===== src/rtl/snn_lif_conv_core.sv =====
// Spiking conv core: stride-1 valid convolution feeding leaky integrate-and-fire neurons.
// Optional leak enabled by defining SNN_LIF_LEAK_EN.
module snn_lif_conv_core #(
  parameter int DATA_W     = 8,
  parameter int IMG_SIZE   = 4,
  parameter int KER_SIZE   = 2,
  parameter int TIMESTEPS  = 2,
  parameter int SHIFT      = 0,
  parameter int THRESH     = 7,
  parameter int LEAK_SHIFT = 1,
  parameter int OUT_W      = 10
) (
  input  logic              clk,
  input  logic              rst,
  input  logic              in_valid,
  input  logic [DATA_W-1:0] img,
  input  logic [DATA_W-1:0] ker,
  output logic              out_valid,
  output logic [OUT_W-1:0]  out_data
);
  localparam int OSZ     = IMG_SIZE - KER_SIZE + 1;
  localparam int NEURONS = OSZ * OSZ;
  localparam int NPIX    = IMG_SIZE * IMG_SIZE;
  localparam int KK      = KER_SIZE * KER_SIZE;
  localparam int CONV_W  = 2 * DATA_W + $clog2(KK);
  localparam int MEM_W   = CONV_W + $clog2(TIMESTEPS) + 1;
  localparam int SUM_W   = MEM_W + 1;
  localparam int PW      = (NPIX > 1) ? $clog2(NPIX) : 1;
  localparam int NW      = (NEURONS > 1) ? $clog2(NEURONS) : 1;
  localparam int KW      = (KK > 1) ? $clog2(KK) : 1;
  localparam int FW      = (TIMESTEPS > 1) ? $clog2(TIMESTEPS) : 1;

  typedef enum logic [1:0] {IDLE, LOAD, COMPUTE, OUTPUT} state_t;

  state_t state, state_n;

  logic              iv_q;
  logic [PW-1:0]     pix;
  logic [FW-1:0]     frame;
  logic              take, start, frame_done, pat_end;

  logic [DATA_W-1:0] img_buf [2][NPIX];
  logic [DATA_W-1:0] ker_buf [KK];

  logic              c_act, c_buf, c_last;
  logic [NW-1:0]     c_n;
  logic [PW-1:0]     orow, ocol;

  logic [MEM_W-1:0]  v_mem [NEURONS];
  logic [OUT_W-1:0]  cnt_mem [NEURONS];

  logic [NW-1:0]     o_idx;
  logic              o_last;

  logic [CONV_W-1:0] acc;
  logic [MEM_W-1:0]  v_cur, v_l, v_sat, v_new;
  logic [SUM_W-1:0]  sum;
  logic              fire;
  logic [OUT_W-1:0]  cnt_new;

  // a pattern only starts on a fresh rise of in_valid
  assign start      = (state == IDLE) && in_valid && !iv_q;
  assign take       = start || ((state == LOAD) && in_valid);
  assign frame_done = take && (pix == PW'(NPIX - 1));
  assign pat_end    = frame_done && (frame == FW'(TIMESTEPS - 1));
  assign c_last     = (c_n == NW'(NEURONS - 1));
  assign o_last     = (o_idx == NW'(NEURONS - 1));

  always_ff @(posedge clk or posedge rst) begin
    if (rst) state <= IDLE;
    else     state <= state_n;
  end

  always_comb begin
    state_n = state;
    unique case (state)
      IDLE:    if (start) state_n = pat_end ? COMPUTE : LOAD;
      LOAD:    if (pat_end) state_n = COMPUTE;
      COMPUTE: if (!c_act) state_n = OUTPUT;
      OUTPUT:  if (o_last) state_n = IDLE;
      default: state_n = IDLE;
    endcase
  end

  always_ff @(posedge clk) begin
    if (take) begin
      img_buf[frame[0]][pix] <= img;
      if ((frame == '0) && (int'(pix) < KK))
        ker_buf[KW'(pix)] <= ker;
    end
  end

  always_ff @(posedge clk or posedge rst) begin
    if (rst) begin
      iv_q  <= 1'b1;
      pix   <= '0;
      frame <= '0;
    end else begin
      iv_q <= in_valid;
      if (take) begin
        if (frame_done) begin
          pix   <= '0;
          frame <= pat_end ? '0 : frame + 1'b1;
        end else begin
          pix <= pix + 1'b1;
        end
      end
    end
  end

  always_comb begin
    acc = '0;
    for (int i = 0; i < KER_SIZE; i++)
      for (int j = 0; j < KER_SIZE; j++)
        acc = acc + CONV_W'(img_buf[c_buf][PW'((int'(orow) + i) * IMG_SIZE + int'(ocol) + j)])
                  * CONV_W'(ker_buf[KW'(i * KER_SIZE + j)]);
  end

  always_comb begin
    v_cur = v_mem[c_n];
`ifdef SNN_LIF_LEAK_EN
    v_l = v_cur - (v_cur >> LEAK_SHIFT);
`else
    v_l = v_cur;
`endif
    sum     = {1'b0, v_l} + SUM_W'(acc >> SHIFT);
    v_sat   = sum[MEM_W] ? '1 : sum[MEM_W-1:0];
    fire    = (v_sat >= MEM_W'(THRESH));
    v_new   = fire ? v_sat - MEM_W'(THRESH) : v_sat;
    cnt_new = (fire && (cnt_mem[c_n] != '1)) ? cnt_mem[c_n] + 1'b1 : cnt_mem[c_n];
  end

`ifndef SNN_LIF_LEAK_EN
  logic leak_unused;
  assign leak_unused = (LEAK_SHIFT != 0);
`endif

  // one neuron per cycle, so a frame finishes before the next one completes loading
  always_ff @(posedge clk or posedge rst) begin
    if (rst) begin
      c_act <= 1'b0;
      c_buf <= 1'b0;
      c_n   <= '0;
      orow  <= '0;
      ocol  <= '0;
    end else begin
      if (c_act) begin
        c_n <= c_n + 1'b1;
        if (ocol == PW'(OSZ - 1)) begin
          ocol <= '0;
          orow <= orow + 1'b1;
        end else begin
          ocol <= ocol + 1'b1;
        end
        if (c_last) c_act <= 1'b0;
      end
      if (frame_done) begin
        c_act <= 1'b1;
        c_buf <= frame[0];
        c_n   <= '0;
        orow  <= '0;
        ocol  <= '0;
      end
    end
  end

  always_ff @(posedge clk or posedge rst) begin
    if (rst) begin
      for (int k = 0; k < NEURONS; k++) begin
        v_mem[k]   <= '0;
        cnt_mem[k] <= '0;
      end
    end else if ((state == OUTPUT) && o_last) begin
      for (int k = 0; k < NEURONS; k++) begin
        v_mem[k]   <= '0;
        cnt_mem[k] <= '0;
      end
    end else if (c_act) begin
      v_mem[c_n]   <= v_new;
      cnt_mem[c_n] <= cnt_new;
    end
  end

  always_ff @(posedge clk or posedge rst) begin
    if (rst) begin
      o_idx     <= '0;
      out_valid <= 1'b0;
      out_data  <= '0;
    end else begin
      out_valid <= (state == OUTPUT);
      out_data  <= (state == OUTPUT) ? cnt_mem[o_idx] : '0;
      if (state == OUTPUT) o_idx <= o_last ? '0 : o_idx + 1'b1;
      else                 o_idx <= '0;
    end
  end

endmodule

===== config.mk =====
export PLATFORM = sky130hd
export DESIGN_NAME = snn_lif_conv_core
export DESIGN_NICKNAME = d
export VERILOG_FILES = /design/src/rtl/snn_lif_conv_core.sv
export SDC_FILE = /design/constraint.sdc
export NUM_CORES = 2
export LEC_CHECK = 0
export CELL_PAD_IN_SITES_DETAIL_PLACEMENT = 2
export CELL_PAD_IN_SITES_GLOBAL_PLACEMENT = 2
export CORE_MARGIN = 10
export CORE_UTILIZATION = 46
export DETAILED_ROUTE_END_ITERATION = 7
export PLACE_DENSITY = 0.82
export SLEW_MARGIN = 20
export SYNTH_ARGS = -nofsm -noshare
export SYNTH_HDL_FRONTEND = slang
export SYNTH_SLANG_ARGS = --single-unit

===== constraint.sdc =====
create_clock -name clk -period 15.6 [get_ports clk]
set_clock_uncertainty 0.05 [all_clocks]
set_input_delay 1.56 -clock clk [delete_from_list [all_inputs] [get_ports clk]]
set_output_delay 1.56 -clock clk [all_outputs]
set_load 0.02 [all_outputs]

==> metrics.md <==
| Metric | Value |
|---|---|
| Status | `complete, no violations` |
| Die W | `around 310 microns` |
| Final slew viol count | `0` |
| Vias | `27300` |
| Crit path largest cell delay | `840 ps` |
| Prevailing post-synth register cell | `dfrtp_1` |
| Post_cts resized | `0` |
| Endpoint type of the worst setup path | `flip-flop` |
| First-pass GRT wire length | `214 mm` |
| Fraction of registers with async set/reset | `51.4%` |
| Layout fillers | `7730` |
| Area delta synth->final | `10.6%` |
| Syn Area/Cell | `12.1 sq um` |
| Worst path arrival time | `roughly 13000 ps` |
| Initial antenna violation count | `4` |
| Row count | `approximately 110` |
| Setup tns final | `0 ps` |
| Clock Latency Late Sink | `670 ps` |
| Cells after synthesis | `3115` |
| Distinct cells, synth | `79` |
| Setup bufs post-CTS | `0` |
| Fmax | `between 0.07 and 0.08 GHz` |
| Register area share after synthesis | `43.0%` |
| Synth Warn # | `0` |
| Req. time, crit path | `16000 ps` |
| Post-synth EDFFs | `288` |
| Detailed Route Iter0 Violations | `around 2500` |
| DR DRC count | `0` |
| GP Congestion | `0.893` |
| Io pins | `30` |
| RSZ-0062 raised after global routing | `no` |
| Most frequent cells in the layout | `inv_1 (329), dfrtp_1 (297), edfxtp_1 (288)` |
| Clock root buffer | `clkbuf_16` |
| Final WL | `143 mm` |
| Hold Crit Class | `reg -> reg` |
| Most used cell along the critical path | `fa_1` |
| Critical path launch point type | `flip-flop` |
| Post-layout min period | `12670 ps` |
| Die Area | `0.0941 sq mm` |
| Max H-tree Level | `3` |
| Antenna-violating nets left | `0` |
| Post-DR wirelength/cell | `33.8 microns` |
| Hold Buf Count CTS | `0` |
| Clk sinks | `about 590` |
| Clk buf depth | `3` |
| Final setup viols | `0` |
| Critical path class | `reg -> reg` |
| Worst Path Max Fanout | `35` |
| Core ar. | `0.0818 sq mm` |
| Maxcap violations | `0` |
| Syn Nets | `3523` |
| Slowest cell on the critical path | `dfrtp_4` |
| Detailed-route vias per instance | `6.43` |
| Total gr overflow | `0` |
| Detailed Place HPWL | `between 90 and 100 mm` |
| Global Route Usage Sum | `30.5%` |
| Final nets | `3524` |
| Worst-Margin Slew | `1200 ps` |
| Hold Slack | `between 400 and 500 ps` |
| Pin count of the biggest net entering global routing | `124` |
| PortBufs | `29` |
| Max transition margin | `19.8%` |
| CTS tree | `built` |
| Commonest non-fill, non-tap cell in the layout | `inv_1` |
| Share of layout cells above drive strength 1 | `12.1%` |
| Synthesized area | `0.0378 sq mm` |
| DR pass1 iterations | `8` |
| Synthesized flop and latch total | `593` |
| Final period util | `81.2%` |
| Initial Util | `46.2%` |
| Chip height | `307 microns` |
| Vias in the first global route | `31100` |
| Total CTS buffers | `69` |
| Final Hold Fails | `0` |
| Clk pin slew, worst setup/hold paths | `approximately 60 ps` |
## cell type report
type | instances | area (sq um) | share of cell area (%)
clock buffers | 89 | 1850 | 4.43
inverters | 330 | 1250 | 2.98
diodes | 1 | 2.50 | 0.00598
repair buffers | 75 | 648 | 1.55
well taps | 1070 | 1340 | 3.20
clock inverters | 36 | 526 | 1.26
flip-flops and latches | 593 | 16300 | 39.0
multi-input cells | 2047 | 19900 | 47.6
## synth_stat cells, types with 9 or more instances
| library cell | n | share of area, % |
|---|---|---|
| a211oi_1 | 9 | 0.18 |
| a21oi_1 | 62 | 0.82 |
| a22o_1 | 122 | 2.8 |
| a22oi_1 | 17 | 0.34 |
| a31oi_1 | 18 | 0.30 |
| and2_1 | 38 | 0.63 |
| and2b_1 | 9 | 0.18 |
| buf_1 | 26 | 0.26 |
| buf_2 | 20 | 0.26 |
| clkbuf_1 | 94 | 0.93 |
| dfrtp_1 | 304 | 20 |
| edfxtp_1 | 288 | 23 |
| fa_1 | 242 | 13 |
| ha_1 | 147 | 4.9 |
| inv_1 | 330 | 3.3 |
| mux2_2 | 31 | 0.92 |
| mux2i_1 | 191 | 5.1 |
| mux4_1 | 10 | 0.69 |
| mux4_2 | 130 | 7.7 |
| nand2_1 | 248 | 2.5 |
| nand2b_1 | 63 | 1.0 |
| nand3_1 | 35 | 0.46 |
| nand4_1 | 9 | 0.15 |
| nor2_1 | 129 | 1.3 |
| nor2b_1 | 158 | 2.6 |
| nor3_1 | 18 | 0.24 |
| o21a_1 | 10 | 0.20 |
| o21ai_0 | 171 | 2.3 |
| o21ai_1 | 29 | 0.38 |
| o22ai_1 | 21 | 0.35 |
| xnor2_1 | 20 | 0.46 |
| xor2_1 | 15 | 0.35 |
## metal layers
metal,vias up,share of wire (%),global-route usage [%]
li1,10900,-,-
met1,14700,39,38.0
met2,1194,50,51.9
met3,387,6.7,5.35
met4,6,4.4,12.6
met5,-,0.023,0
## sequential cells by signal, summed over array words and instances (netlist names)
register and flops:
orow 2, out_data 10, ker_buf 32, state 2
out_valid 1, pix 4, c_act 1, c_n 4
v_mem 180, o_idx 4, ocol 4, frame 1
c_buf 1, img_buf 256, cnt_mem 90, iv_q 1
## logic make-up (layout without fill, tap and decap cells)
logic type      count (synthesis)  after routing  share of synthesized area (%)
buf+inv                       475            530                           4.84
other cells                     0              1                              0
fa+ha+maj                     389            389                           17.7
simple gates                  748            748                           9.95
mux                           363            363                           14.4
xor+xnor                       44             44                           1.23
compound gates                503            503                           8.85
flops                         593            593                           43.0
## through the flow
step,setup slack [ps],instances,utilization [%],area (sq um)
after floorplan,4180,3115,-,37800
after global placement,3820,4115,48.2,39400
after detailed placement,3210,4115,48.2,39400
after CTS,2890,4240,51.1,41800
after global routing,2350,4240,51.1,41800
final,2930,4241,51.1,41800
## critical path: cells and delay by family, from the launching register on
kind	cells	cell delay [ps]
mux	2	590
flops	1	840
buf+inv	7	1170
simple gates	6	1770
fa+ha+maj	10	4900
compound gates	11	3080
## worst paths after layout
path / from / to / slack, ps / depth (start not counted)
setup / recovery: c_buf / v_mem[124] / 2930 / 36
hold / removal: v_mem[109] / v_mem[109] / 440 / 2
min in group asynchronous: rst / out_valid / 1390 / 2
max in group asynchronous: rst / v_mem[153] / 11590 / 4
setup reg to reg: c_buf / v_mem[124] / 2930 / 36
hold reg to reg: v_mem[109] / v_mem[109] / 440 / 2
Power is not shown: default switching activity piles up to over one toggle a cycle in this logic, so the estimate is an artifact.
